## config.mk

```make
export PLATFORM = sky130hd
export DESIGN_NAME = dmem_responder
export DESIGN_NICKNAME = d
export VERILOG_FILES = /design/src/rtl/dmem_responder.sv
export SDC_FILE = /design/constraint.sdc
export NUM_CORES = 2
export LEC_CHECK = 0
export ABC_AREA = 1
export BUFFER_PORTS_ARGS = -buffer_cell sky130_fd_sc_hd__buf_2
export CAP_MARGIN = 20
export CORE_ASPECT_RATIO = 0.75
export CORE_MARGIN = 5
export CORE_UTILIZATION = 40
export DETAILED_ROUTE_END_ITERATION = 8
export PLACE_DENSITY = 0.63
export SLEW_MARGIN = 10
export SYNTH_ARGS = -nofsm -noshare
export SYNTH_HDL_FRONTEND = slang
export SYNTH_SLANG_ARGS = --single-unit
```

## constraint.sdc

```tcl
create_clock -name clk -period 3.1 [get_ports clk]
set_input_delay 0.465 -clock clk [delete_from_list [all_inputs] [get_ports clk]]
set_output_delay 0.465 -clock clk [all_outputs]
set_load 0.1 [all_outputs]
```

## src/rtl/dmem_responder.sv

```systemverilog
// Data-memory responder for the MEM stage of the pipelined MIPS datapath.
// Word-addressed RAM with a configurable multi-cycle access latency. While
// an access is in flight the pipeline is stalled. When the access completes,
// load data (or the pre-store word) is returned in a one-cycle DONE window.
module dmem_responder #(
  parameter int DEPTH_LOG2 = 6,
  parameter int LATENCY    = 2
) (
  input  logic        clk,
  input  logic        reset,
  input  logic        memreadM,
  input  logic        memwriteM,
  input  logic [31:0] aluoutM,
  input  logic [31:0] writedataM,
  output logic [31:0] readdataM,
  output logic        stallM,
  output logic        misalignM
);

  localparam int         DEPTH    = 1 << DEPTH_LOG2;
  localparam logic [3:0] CNT_INIT = 4'(LATENCY - 1);

  typedef enum logic [1:0] {
    IDLE,
    BUSY,
    DONE
  } stateT;

  stateT                  state;
  stateT                  nextState;

  logic [31:0]            mem [DEPTH];

  logic [3:0]             count;
  logic                   opWrite;
  logic [DEPTH_LOG2-1:0]  idxLatched;
  logic [31:0]            dataLatched;
  logic                   misLatched;

  logic                   req;
  logic [DEPTH_LOG2-1:0]  wordIdx;
  logic                   accept;
  logic                   access;
  logic                   countDown;
  logic                   unusedAddrBits;

  assign req            = memreadM | memwriteM;
  assign wordIdx        = aluoutM[DEPTH_LOG2+1:2];
  assign unusedAddrBits = ^aluoutM[31:DEPTH_LOG2+2];

  // Next-state and stall decode. The stall is held low while reset is asserted.
  always_comb begin
    nextState = state;
    stallM    = 1'b0;
    accept    = 1'b0;
    access    = 1'b0;
    countDown = 1'b0;
    case (state)
      IDLE: begin
        stallM = req;
        if (req) begin
          nextState = BUSY;
          accept    = 1'b1;
        end
      end
      BUSY: begin
        stallM = 1'b1;
        if (!req) begin
          nextState = IDLE;
        end else if (count == 4'd0) begin
          nextState = DONE;
          access    = 1'b1;
        end else begin
          countDown = 1'b1;
        end
      end
      DONE: begin
        nextState = IDLE;
      end
      default: begin
        nextState = IDLE;
      end
    endcase
    if (!reset) begin
      stallM = 1'b0;
    end
  end

  // State register with synchronous active-low reset.
  always_ff @(posedge clk) begin
    if (!reset) begin
      state <= IDLE;
    end else begin
      state <= nextState;
    end
  end

  // Latency counter: loaded on acceptance, counts down while the request holds.
  always_ff @(posedge clk) begin
    if (!reset) begin
      count <= 4'd0;
    end else if (accept) begin
      count <= CNT_INIT;
    end else if (countDown) begin
      count <= count - 4'd1;
    end
  end

  // Capture the request once accepted; later input changes are not looked at.
  always_ff @(posedge clk) begin
    if (accept) begin
      opWrite     <= memwriteM;
      idxLatched  <= wordIdx;
      dataLatched <= writedataM;
      misLatched  <= (aluoutM[1:0] != 2'b00);
    end
  end

  // Response registers: old/read word or zero plus a one-cycle misalign flag.
  always_ff @(posedge clk) begin
    if (!reset) begin
      readdataM <= 32'd0;
      misalignM <= 1'b0;
    end else begin
      misalignM <= 1'b0;
      if (access) begin
        if (misLatched) begin
          readdataM <= 32'd0;
          misalignM <= 1'b1;
        end else begin
          readdataM <= mem[idxLatched];
        end
      end
    end
  end

  // Memory write port; contents survive reset and a reset edge blocks the write.
  always_ff @(posedge clk) begin
    if (reset && access && opWrite && !misLatched) begin
      mem[idxLatched] <= dataLatched;
    end
  end

endmodule
```

==> impl_metrics.py <==
metrics = {
    "power_and_ir_drop": {
        "p_leak_nw": 34.1,
        "peakVddDrop_v": 0.000534,
        "p_per_area_nw_per_um2": 684,
    },
    "placed_design": {
        "io_buffer_count": 77,
        "place_congestion": 0.863,
        "place_area_um2": 90900,
        "dp_hpwl_um": 139000,
        "dp_slack_ns": 0.330,
    },
    "floorplanning": {
        "dieArea_um2": 222000,
        "initial_utilization": 0.402,
        "die_width_um": 542,
        "io_pins": 102,
        "rows": 146,
        "die_h_um": 409,
        "core_area_um2": 211000,
    },
    "worst_setup_path": {
        "crit_chain": "inv_16, buf_12, nand2_1, nand3_1, nand3_1, nand2_1, nand2_1, nand2_1, nand2_1, nand3_1, nand3_1, a21oi_1",
        "cp_max_fo": 76,
        "crit_type": "reg2reg",
        "critPathRequiredTime_ns": 3.86,
        "crit_top_cell": "nand2_1",
        "slowest_stage": "dfxtp_4",
        "slowest_delay_ns": 0.48,
        "cp-end-kind": "flip-flop",
        "arrival_ns": 3.60,
        "cp-start-kind": "flip-flop",
        "path_buf_inv": 2,
        "crit_family": "simple AND/OR/NAND/NOR gates",
    },
    "clock_network": {
        "cts_buffers": 202,
        "cts_resized": 0,
        "cts-root-buf": "clkbuf_16",
        "clockBufferDepth": 4,
        "cts_num_sinks": 2133,
        "tritoncts": "yes",
        "clk_pin_slew_ns": 0.06,
        "ctsHtreeMaxLevel": 4,
        "clk_latency_ns": 0.85,
    },
    "drt": {
        "routed_via_density": 5.54,
        "post-route-drc-count": 0,
        "first_iter_violations": 7800,
        "wl_per_cell_um": 24.3,
        "wirelength_um": 246000,
        "detail-route-antenna-nets": 0,
        "firstDrtPassIters": 5,
        "vias": 56100,
    },
    "status": {
        "status": "finished clean",
    },
    "final_layout": {
        "layout-drive-gt1-share": 0.101,
        "fin_area_um2": 97500,
        "fin_nets": 7232,
        "area_growth_pct": 14.8,
    },
    "timing": {
        "finalCriticalPeriod_ns": 2.84,
        "slew_headroom": 0.323,
        "finalCritPeriodShare": 0.916,
        "fmax_ghz": 0.352,
        "drv_slew": 0,
        "fin_ws_ns": 0.260,
        "worst_slew_pin_slew_ns": 1.02,
        "clock_skew_ns": 0.0469,
        "setup_viol": 0,
        "finalHoldViolCount": 0,
        "rsz0062_at_grt": "false",
    },
    "global_route": {
        "overflow": 0,
        "antenna_found_initial": 9,
        "grt_pass1_vias": 51500,
        "grt_use_total": 0.216,
        "grt_max_degree": 139,
        "grt_pass1_wl_um": 357000,
    },
    "synthesis": {
        "syn_avg_cell_area_um2": 12.1,
        "netlist_instances": 6995,
        "syn_area_um2": 85000,
        "ys_warn_count": 0,
        "ys_types": 27,
        "yosysSeqAreaShare": 0.748,
        "ys_ff_latch": 2133,
        "synth_nets": 7064,
    },
    "hold_path": {
        "worstHoldPathType": "in2reg",
    },
    "flow_run": {
        "drv_cap": 0,
    },
}
-- cells in the mapped netlist --
cell type / count / area, um^2
a211oi_1: 1 / 7.51
a21oi_1: 36 / 180
buf_1: 49 / 184
buf_2: 261 / 1310
buf_4: 63 / 473
buf_6: 3 / 33.8
buf_8: 1 / 15.0
clkbuf_1: 77 / 289
clkbuf_4: 1 / 7.51
clkinv_1: 2 / 7.51
dfxtp_1: 45 / 901
edfxtp_1: 2088 / 62700
ha_1: 1 / 12.5
inv_1: 19 / 71.3
inv_2: 2 / 7.51
inv_4: 1 / 6.26
nand2_1: 2355 / 8840
nand3_1: 1891 / 9460
nand3_2: 9 / 90.1
nor2_1: 71 / 267
nor2_4: 3 / 33.8
nor3_1: 3 / 15.0
nor3b_1: 3 / 22.5
nor4_1: 1 / 6.26
o21ai_0: 7 / 35.0
o31ai_1: 1 / 7.51
or2_2: 1 / 6.26
-- per-stage QoR --
| stage | TNS, ns | hold WS [ns] | util | total power [mW] | cells |
|---|---|---|---|---|---|
| after CTS | 0 | 0.139 | 0.462 | 66.8 | 10100 |
| after global routing | 0 | 0.228 | 0.462 | 69.0 | 10100 |
| final | 0 | 0.189 | 0.462 | 66.7 | 10100 |
| after detailed placement | 0 | 0.452 | 0.431 | 43.3 | 9729 |
| after global placement | 0 | 0.455 | 0.431 | 43.2 | 9729 |
| after floorplan | -488.08 | 0.472 | - | 39.1 | 6995 |
-- power by group --
part / leakage, nW / internal [mW] / total [mW] / switching (mW)
logic: 11.9 / 2.66 / 10.6 / 7.96
registers: 19.2 / 32.2 / 32.3 / 0.155
clock network: 3.04 / 13.1 / 23.8 / 10.6
-- flip-flops by register name, summed over array words and instances (netlist names), named ones only --
name and cells:
mem 2048, dataLatched 32, readdataM 32, idxLatched 6, count 4, state 2, misLatched 1, misalignM 1
opWrite 1
-- cells by family (layout without fill, tap and decap cells) --
logic type	count (synthesis)	after routing	share of synthesized area
buf+inv	479	800	0.0283
flops	2133	2133	0.748
simple gates	4337	4337	0.221
other cells	0	3	0
compound gates	45	45	0.00271
fa+ha+maj	1	1	0.000147
-- repair_timing --
item	CTS	global route
endpoints found under the hold margin	47	0
buffers inserted	0	0
hold buffers	42	0
-- layout by cell type, fill, tap and decap left out, types with 2 or more instances in the layout --
| master | Yosys | final |
|---|---|---|
| dlygate4sd3_1 | 0 | 42 |
| inv_2 | 2 | 2 |
| diode_2 | 0 | 3 |
| nand2_1 | 2355 | 2354 |
| nor2_4 | 3 | 67 |
| inv_6 | 0 | 4 |
| edfxtp_1 | 2088 | 2088 |
| buf_4 | 63 | 175 |
| bufinv_16 | 0 | 11 |
| a21oi_1 | 36 | 36 |
| clkbuf_16 | 0 | 205 |
| dfxtp_4 | 0 | 5 |
| dfxtp_1 | 45 | 39 |
| clkbuf_8 | 0 | 4 |
| clkinv_2 | 0 | 38 |
| inv_16 | 0 | 4 |
| inv_1 | 19 | 17 |
| nand3_2 | 9 | 9 |
| inv_8 | 0 | 3 |
| nor2_1 | 71 | 7 |
| o21ai_0 | 7 | 7 |
| nor3_1 | 3 | 2 |
| buf_2 | 261 | 77 |
| clkinvlp_4 | 0 | 3 |
| clkinv_1 | 2 | 43 |
| clkinv_4 | 0 | 2 |
| buf_12 | 0 | 125 |
| nand3_1 | 1891 | 1891 |
| clkbuf_1 | 77 | 45 |
| nor3b_1 | 3 | 3 |
-- final timing paths --
check / slack (ns) / start / endpoint / cells past startpoint
worst max register to register: 0.26 / flip-flop / readdataM[20]$_SDFFE_PN0N_ / 12
worst max-delay path: 0.26 / flip-flop / readdataM[20]$_SDFFE_PN0N_ / 12
worst min register to register: 0.46 / readdataM[31]$_SDFFE_PN0N_ / readdataM[31]$_SDFFE_PN0N_ / 2
worst min-delay path: 0.19 / memreadM / state[0]$_SDFFE_PN0P_ / 5
-- cell type report --
class / count / area [um^2]
timing repair buffer: 419 / 4620
clock inverter: 103 / 816
tap: 2812 / 3520
antenna: 3 / 7.51
multi-input combinational: 4383 / 19500
inverter: 24 / 126
sequential: 2133 / 63600
fill: 18600 / 114000
clock buffer: 254 / 5350
-- routing by layer --
metal | routed length [um] | vias up | share of wire | GRT usage
met1 | 103000 | 27600 | 0.42 | 0.323
li1 | - | 25200 | - | -
met5 | 25 | - | 0.00010 | 0
met2 | 107000 | 2962 | 0.44 | 0.315
met4 | 6550 | 4 | 0.027 | 0.0539
met3 | 29100 | 351 | 0.12 | 0.0535
-- worst min-delay path, cell delays in order --
cell and delay, ns:
buf_2 0.11, nor2_1 0.17, nor3_2 0.07, inv_1 0.08, a21oi_1 0.07
Power figures use the tool's default switching activity.
